File: config.mk
export PLATFORM = sky130hd
export DESIGN_NAME = fp32_add_pipe
export DESIGN_NICKNAME = d
export VERILOG_FILES = /design/src/rtl/fp32_add_pipe.sv
export SDC_FILE = /design/constraint.sdc
export NUM_CORES = 1
export LEC_CHECK = 0
export ABC_AREA = 0
export BUFFER_PORTS_ARGS = -buffer_cell sky130_fd_sc_hd__buf_2
export CORE_MARGIN = 10
export CORE_UTILIZATION = 50
export CTS_BUF_LIST = sky130_fd_sc_hd__clkbuf_8
export DETAILED_ROUTE_END_ITERATION = 16
export MAX_ROUTING_LAYER = met4
export PLACE_DENSITY = 0.68
export SETUP_SLACK_MARGIN = 0.15
export SYNTH_ARGS = -nofsm -noshare
export SYNTH_HDL_FRONTEND = slang
export SYNTH_SLANG_ARGS = --single-unit
File: constraint.sdc
create_clock -name clk -period 18.6 [get_ports clk]
set_clock_uncertainty 0.05 [all_clocks]
set_input_delay 1.86 -clock clk [delete_from_list [all_inputs] [get_ports clk]]
set_output_delay 1.86 -clock clk [all_outputs]
set_load 0.01 [all_outputs]
File: src/rtl/fp32_add_pipe.sv
// Four-stage pipelined IEEE-754 single-precision adder (denormals flushed to zero).
// Optional macro FP_ROUND_NEAREST_EN selects round-to-nearest-even; default build truncates.
module fp32_add_pipe #(
  parameter int LATENCY = 4
) (
  input  logic        clk,
  input  logic        reset,
  input  logic        valid_in,
  input  logic [31:0] operand_1,
  input  logic [31:0] operand_2,
  output logic [31:0] Sum,
  output logic        done
);

  localparam logic [31:0] QNAN = 32'h7FC0_0000;

  // Leading-zero count of a 27-bit mantissa; 27 when the input is all zero.
  function automatic logic [4:0] lzc27(input logic [26:0] v);
    logic [4:0] n;
    logic       found;
    n     = 5'd27;
    found = 1'b0;
    for (int i = 26; i >= 0; i--) begin
      if (!found && v[i]) begin
        n     = 5'(26 - i);
        found = 1'b1;
      end else begin
        n     = n;
      end
    end
    return n;
  endfunction

  // ---------------- stage 1 signals ----------------
  logic [7:0]  exp_a_s, exp_b_s, exp_l_s, exp_x_s, diff_s;
  logic [30:0] mag_a_s, mag_b_s;
  logic        a_big_s, sign_l_s, sign_x_s;
  logic [23:0] mant_a_s, mant_b_s, mant_l_s, mant_x_s;
  logic [26:0] small_s, mask_s, aligned_s;
  logic        nan_a_s, nan_b_s, inf_a_s, inf_b_s, special_s;
  logic [31:0] spval_s;

  logic        s1_valid_r, s1_sign_l_r, s1_sign_x_r, s1_special_r;
  logic [7:0]  s1_exp_r;
  logic [26:0] s1_mant_l_r, s1_mant_x_r;
  logic [31:0] s1_spval_r;

  // Unpack, flush denormals, order by magnitude and align the smaller operand.
  always_comb begin
    exp_a_s  = operand_1[30:23];
    exp_b_s  = operand_2[30:23];
    mag_a_s  = (exp_a_s == 8'h00) ? 31'h0 : operand_1[30:0];
    mag_b_s  = (exp_b_s == 8'h00) ? 31'h0 : operand_2[30:0];
    mant_a_s = (exp_a_s == 8'h00) ? 24'h0 : {1'b1, operand_1[22:0]};
    mant_b_s = (exp_b_s == 8'h00) ? 24'h0 : {1'b1, operand_2[22:0]};
    a_big_s  = (mag_a_s >= mag_b_s);
    if (a_big_s) begin
      sign_l_s = operand_1[31];
      exp_l_s  = exp_a_s;
      mant_l_s = mant_a_s;
      sign_x_s = operand_2[31];
      exp_x_s  = exp_b_s;
      mant_x_s = mant_b_s;
    end else begin
      sign_l_s = operand_2[31];
      exp_l_s  = exp_b_s;
      mant_l_s = mant_b_s;
      sign_x_s = operand_1[31];
      exp_x_s  = exp_a_s;
      mant_x_s = mant_a_s;
    end
    diff_s  = exp_l_s - exp_x_s;
    small_s = {mant_x_s, 3'b000};
    mask_s  = ~(27'h7FF_FFFF << diff_s[4:0]);
    if (diff_s >= 8'd27) begin
      aligned_s = {26'h0, |small_s};
    end else begin
      aligned_s = (small_s >> diff_s[4:0]) | {26'h0, |(small_s & mask_s)};
    end

    nan_a_s = (exp_a_s == 8'hFF) && (operand_1[22:0] != 23'h0);
    nan_b_s = (exp_b_s == 8'hFF) && (operand_2[22:0] != 23'h0);
    inf_a_s = (exp_a_s == 8'hFF) && (operand_1[22:0] == 23'h0);
    inf_b_s = (exp_b_s == 8'hFF) && (operand_2[22:0] == 23'h0);
    if (nan_a_s || nan_b_s) begin
      special_s = 1'b1;
      spval_s   = QNAN;
    end else if (inf_a_s && inf_b_s && (operand_1[31] != operand_2[31])) begin
      special_s = 1'b1;
      spval_s   = QNAN;
    end else if (inf_a_s) begin
      special_s = 1'b1;
      spval_s   = operand_1;
    end else if (inf_b_s) begin
      special_s = 1'b1;
      spval_s   = operand_2;
    end else begin
      special_s = 1'b0;
      spval_s   = 32'h0;
    end
  end

  // Stage 1 register.
  always_ff @(posedge clk) begin
    if (reset) begin
      s1_valid_r   <= 1'b0;
      s1_sign_l_r  <= 1'b0;
      s1_sign_x_r  <= 1'b0;
      s1_special_r <= 1'b0;
      s1_exp_r     <= 8'h0;
      s1_mant_l_r  <= 27'h0;
      s1_mant_x_r  <= 27'h0;
      s1_spval_r   <= 32'h0;
    end else begin
      s1_valid_r   <= valid_in;
      s1_sign_l_r  <= sign_l_s;
      s1_sign_x_r  <= sign_x_s;
      s1_special_r <= special_s;
      s1_exp_r     <= exp_l_s;
      s1_mant_l_r  <= {mant_l_s, 3'b000};
      s1_mant_x_r  <= aligned_s;
      s1_spval_r   <= spval_s;
    end
  end

  // ---------------- stage 2: add / subtract ----------------
  logic        eff_sub_s;
  logic [27:0] sum_s;
  logic        s2_valid_r, s2_sign_r, s2_zsign_r, s2_special_r;
  logic [27:0] s2_sum_r;
  logic [7:0]  s2_exp_r;
  logic [31:0] s2_spval_r;

  // Larger minus smaller can never go negative since operands are magnitude-ordered.
  always_comb begin
    eff_sub_s = s1_sign_l_r ^ s1_sign_x_r;
    if (eff_sub_s) begin
      sum_s = {1'b0, s1_mant_l_r} - {1'b0, s1_mant_x_r};
    end else begin
      sum_s = {1'b0, s1_mant_l_r} + {1'b0, s1_mant_x_r};
    end
  end

  // Stage 2 register; a zero result from cancellation is +0, from adding zeros keeps the sign.
  always_ff @(posedge clk) begin
    if (reset) begin
      s2_valid_r   <= 1'b0;
      s2_sign_r    <= 1'b0;
      s2_zsign_r   <= 1'b0;
      s2_special_r <= 1'b0;
      s2_sum_r     <= 28'h0;
      s2_exp_r     <= 8'h0;
      s2_spval_r   <= 32'h0;
    end else begin
      s2_valid_r   <= s1_valid_r;
      s2_sign_r    <= s1_sign_l_r;
      s2_zsign_r   <= eff_sub_s ? 1'b0 : s1_sign_l_r;
      s2_special_r <= s1_special_r;
      s2_sum_r     <= sum_s;
      s2_exp_r     <= s1_exp_r;
      s2_spval_r   <= s1_spval_r;
    end
  end

  // ---------------- stage 3: normalise ----------------
  logic [4:0]  lz_s;
  logic [26:0] n_mant_s;
  logic [9:0]  n_exp_s;
  logic        n_zero_s, n_sign_s;
  logic        s3_valid_r, s3_sign_r, s3_zero_r, s3_special_r;
  logic [26:0] s3_mant_r;
  logic [9:0]  s3_exp_r;
  logic [31:0] s3_spval_r;

  // Bring the leading one to bit 26; exponent underflow flushes to signed zero.
  always_comb begin
    lz_s     = lzc27(s2_sum_r[26:0]);
    n_mant_s = 27'h0;
    n_exp_s  = 10'h0;
    n_zero_s = 1'b0;
    n_sign_s = s2_sign_r;
    if (s2_sum_r[27]) begin
      n_mant_s = {s2_sum_r[27:2], s2_sum_r[1] | s2_sum_r[0]};
      n_exp_s  = {2'b00, s2_exp_r} + 10'd1;
    end else if (s2_sum_r == 28'h0) begin
      n_zero_s = 1'b1;
      n_sign_s = s2_zsign_r;
    end else begin
      n_mant_s = s2_sum_r[26:0] << lz_s;
      n_exp_s  = {2'b00, s2_exp_r} - {5'h00, lz_s};
      if (n_exp_s[9] || (n_exp_s == 10'h0)) begin
        n_zero_s = 1'b1;
      end else begin
        n_zero_s = 1'b0;
      end
    end
  end

  // Stage 3 register.
  always_ff @(posedge clk) begin
    if (reset) begin
      s3_valid_r   <= 1'b0;
      s3_sign_r    <= 1'b0;
      s3_zero_r    <= 1'b0;
      s3_special_r <= 1'b0;
      s3_mant_r    <= 27'h0;
      s3_exp_r     <= 10'h0;
      s3_spval_r   <= 32'h0;
    end else begin
      s3_valid_r   <= s2_valid_r;
      s3_sign_r    <= n_sign_s;
      s3_zero_r    <= n_zero_s;
      s3_special_r <= s2_special_r;
      s3_mant_r    <= n_mant_s;
      s3_exp_r     <= n_exp_s;
      s3_spval_r   <= s2_spval_r;
    end
  end

  // ---------------- stage 4: round / pack ----------------
  logic        round_up_s;
  logic [24:0] rounded_s;
  logic [9:0]  r_exp_s;
  logic [22:0] r_frac_s;
  logic [31:0] result_s;

  // Round, renormalise on mantissa overflow, saturate to infinity, select specials.
  always_comb begin
`ifdef FP_ROUND_NEAREST_EN
    round_up_s = s3_mant_r[2] & (s3_mant_r[1] | s3_mant_r[0] | s3_mant_r[3]);
`else
    round_up_s = 1'b0;
`endif
    rounded_s = {1'b0, s3_mant_r[26:3]} + {24'h0, round_up_s};
    if (rounded_s[24]) begin
      r_exp_s  = s3_exp_r + 10'd1;
      r_frac_s = rounded_s[23:1];
    end else begin
      r_exp_s  = s3_exp_r;
      r_frac_s = rounded_s[22:0];
    end
    if (s3_special_r) begin
      result_s = s3_spval_r;
    end else if (s3_zero_r) begin
      result_s = {s3_sign_r, 31'h0};
    end else if (r_exp_s >= 10'd255) begin
      result_s = {s3_sign_r, 8'hFF, 23'h0};
    end else begin
      result_s = {s3_sign_r, r_exp_s[7:0], r_frac_s};
    end
  end

  // Output register; Sum only changes when a result is delivered.
  always_ff @(posedge clk) begin
    if (reset) begin
      Sum  <= 32'h0;
      done <= 1'b0;
    end else begin
      done <= s3_valid_r;
      if (s3_valid_r) begin
        Sum <= result_s;
      end else begin
        Sum <= Sum;
      end
    end
  end

endmodule

==> impl_results.rst <==
.. list-table::
   :header-rows: 1

   * - Metric
     - Value
   * - First-pass detailed-route iteration total
     - 5
   * - Minimum setup slack in the final design
     - ~10 ns
   * - DP Wirelength
     - 35.31 mm
   * - Grt met3 use
     - under 10%
   * - Pwr Total
     - 1.911 mW
   * - Placeable core region
     - 0.03156 mm^2
   * - Worst endpoint data arrival time
     - between 8 and 9 ns
   * - Bufs on Longest Clock Path
     - 3
   * - GRT Max-Usage Layer
     - met2
   * - Peak per-stage delay on the critical path
     - 0.70 ns
   * - Starting density of the core
     - between 50% and 60%
   * - Mapped Area
     - 0.01600 mm^2
   * - Gpl congestion
     - between 0.9 and 1
   * - Area added between synthesis and finish
     - 9.860%
   * - Maximum Capacitance Violations
     - 0
   * - Commonest register cell after synthesis
     - dfxtp_1
   * - Gate count of the mapped netlist
     - approximately 2.0k
   * - Global-route usage over all layers
     - 24.06%
   * - Min-delay worst type
     - reg -> reg
   * - Remaining max-slew budget at the tightest pin
     - a little over a quarter
   * - Root buffer cell
     - clkbuf_8
   * - Warnings, synthesis
     - 0
   * - Number of clock sinks
     - around 270
   * - Antenna violations before repair
     - 1
   * - Area of all placed cells without fillers
     - 0.01758 mm^2
   * - Average routed wire per standard cell
     - 18.85 um
   * - Outcome
     - finished, final reports clean
   * - Full die area
     - 0.03956 mm^2
   * - Ports
     - 100
   * - Leading cell types by total area after synthesis
     - dfxtp_1, ha_1, nor2_1
   * - Actual slew at the worst max-slew pin
     - 1.095 ns
   * - Num CTS Buffers
     - 45
   * - H-tree Lvls
     - 2
   * - Number of distinct library cells after synthesis
     - just over 90
   * - Number of nets in the final layout
     - ~2.2k
   * - Async SR Flop Fraction
     - 0%
   * - Pin count of the biggest net entering global routing
     - 79
   * - Critical Path Fanout Max
     - 78
   * - Required @ worst endpoint
     - 18.98 ns
   * - Remaining antenna violation count
     - 0
   * - Fraction of the yosys area taken by sequential cells
     - 33.65%
   * - Power density cells
     - 108.7 mW/mm^2
   * - Port buffer count
     - 99
   * - Proportion of synthesized area in mux cells
     - 6.592%
   * - Most common library cells after synthesis
     - dfxtp_1, nor2_1, nand2_1
   * - P_leak
     - 7.402 nW
   * - Synthesized-area fraction occupied by adder cells
     - 7.194%
   * - Total of hold buffers inserted after clock tree synthesis
     - 0
   * - Number of placed instances with taps included
     - 2422
   * - Mean number of vias per cell
     - around 5.9
   * - Number of global-route vias before repair
     - between 10k and 15k
   * - Overall via count from detail_route
     - roughly 15k
   * - Number of synthesized flops with an enable pin
     - 0
   * - Post-synthesis simple-gate area fraction
     - 22.25%
   * - Final-layout setup total negative slack
     - 0 ns
   * - Number of synthesized register bits
     - 269
   * - Cell type with the largest total area after synthesis
     - dfxtp_1
   * - Setup slack at placement
     - 9.696 ns
   * - Number of hold violations in the final report
     - 0
   * - CTS clock-pin slew for the worst setup and hold paths
     - 0.06 ns
   * - Routed wire length
     - 47.14 mm
   * - Xor/xnor cell area share of the yosys netlist
     - 2.299%
   * - Count of instances resized after the clock tree is built
     - 0
   * - Met1 track demand over resource
     - about 29%
   * - Ordered cell list for the critical path
     - buf_2 -> nor4_1 -> nand2_1 -> nand2_1 -> inv_1 -> ha_1 -> a21oi_1 -> o21ai_1 -> a2111oi_2 -> a21o_1 -> nand2_2 -> buf_4 -> a21oi_1 -> ha_1 -> or3_1 -> a22oi_1 -> a31o_1 -> or3_1 -> a311oi_2 -> a41oi_1 -> o32a_1 -> a2111oi_2 -> o211ai_1 -> o211a_1
   * - Die boundary width
     - 198.9 um
   * - Fraction of layout cells with a size suffix above 1
     - a little under an eighth
   * - Global-route met2 utilization
     - 39.28%
   * - Clk_lat worst skew
     - between 0.5 and 0.6 ns
   * - Setup repair after global routing missed its margin
     - false
   * - Cell Rows
     - 65
   * - DRC violation count after routing
     - 0
   * - Vert. Die Dim
     - 198.9 um
   * - Master of the slowest instance on the critical path
     - or3_1
   * - Area fraction of the dominant cell type after synthesis
     - 33.65%
   * - First-pass GRT wire length
     - 75.40 mm
   * - Final critical-path share of the clock period
     - a little under half
   * - Final Max Tran Viols
     - 0
   * - Tmin final
     - 8.540 ns
   * - Fin cells
     - 2501
   * - Most common cell in the synthesized netlist
     - dfxtp_1
   * - Max Clock Freq
     - 0.1171 GHz
   * - VDD IR max
     - 0.07100 mV
   * - Aggregate global routing overflow
     - 0
   * - Fill cell count
     - 3016
   * - Ant diodes
     - 0
   * - Combinational family with the most area after synthesis
     - simple AND/OR/NAND/NOR gates
   * - Total of endpoints with negative setup slack in the final report
     - 0
   * - Classification of the worst setup path
     - in -> reg
   * - Mean Syn Cell Area
     - 7.929 um^2
   * - Endpoint type of the worst setup path
     - register
   * - Critical Path Source Type
     - primary input
   * - Iteration-0 DRC count of the detailed router
     - 1129
   * - Fraction of the mapped netlist area in compound gates
     - 22.19%
   * - Count of buffers added by post-CTS timing repair for setup
     - 0
   * - CTS tree
     - done
   * - Placed standard-cell area
     - ~0.017 mm^2
## layer usage
layer  wire length (um)  vias up
li1                   -     7212
met1              20030     6884
met2              22240      527
met3               2678      137
met4               2189        0
met5                  0        -
## stage by stage
stage | util (%) | hold slack [ns]
2_1_floorplan | - | 0.3638
3_3_place_gp | 52.95 | 0.3652
3_5_place_dp | 52.95 | 0.3704
4_1_cts | 55.71 | 0.3713
5_1_grt | 55.71 | 0.3927
6_report | 55.71 | 0.3784
## sequential cells by signal, indices dropped and copies added (netlist names), 8 cells and up
name         count
s2_exp_r         8
s1_mant_l_r     24
s3_mant_r       23
s3_spval_r      32
s1_mant_x_r     27
Sum             32
s1_spval_r      32
s3_exp_r        10
s2_spval_r      32
s1_exp_r         8
s2_sum_r        28
## worst max-delay path: cells and delay by family
family	cells	cell delay (ns)
AND/OR/NAND/NOR	6	2.52
AO/OA/AOI/OAI	13	3.18
buffers and inverters	3	0.71
adder cells (fa/ha/maj)	2	0.57
## layout by cell type, fill, tap and decap left out, types with 14 or more instances in the layout
cell	instances
dfxtp_1	268
nor2_1	257
nand2_1	167
a21oi_1	156
inv_1	104
o21ai_0	100
buf_2	98
nor2b_1	94
ha_1	88
mux2i_1	84
clkbuf_8	55
a211oi_1	49
nor3_1	47
nand3_1	34
a22oi_1	32
and2_1	25
xnor2_1	24
nand4_1	23
buf_4	23
conb_1	22
nor4_1	20
o211ai_1	19
nand2b_1	17
a31oi_1	16
xor2_1	15
o311ai_0	15
mux2_2	15
a21o_1	14
## final timing paths
kind / endpoint / start / slack, ns / cells after the start
max: s1_mant_x_r[0] / operand_1[24] / 10.06 / 24
min: s2_spval_r[3] / s1_spval_r[3] / 0.38 / 1
max reg2reg: s3_zero_r / s2_sum_r[23] / 13.29 / 17
min reg2reg: s2_spval_r[3] / s1_spval_r[3] / 0.38 / 1
## report_power, final
part	switching (mW)	internal (mW)	leakage, nW
Clock	0.225	0.267	0.505
Combinational	0.461	0.274	4.69
Sequential	0.0480	0.636	2.21
## logic make-up (layout without fill, tap and decap cells)
kind of cell	count (synthesis)	in the layout
adder cells (fa/ha/maj)	91	91
flip-flops	269	269
other	1	22
AND/OR/NAND/NOR	745	745
buffers and inverters	232	292
XOR/XNOR	42	42
AO/OA/AOI/OAI	537	537
multiplexers	101	101
## area by class of cell
cell class	instances	area, um^2	area share (%)
multi-input cells	1538	9804	55.77
flip-flops and latches	269	5386	30.64
clock inverters	24	112.6	0.6406
inverters	91	341.6	1.943
well taps	402	503.0	2.861
clock buffers	55	757.0	4.306
repair buffers	122	674.4	3.836
Power figures use the tool's default switching activity.
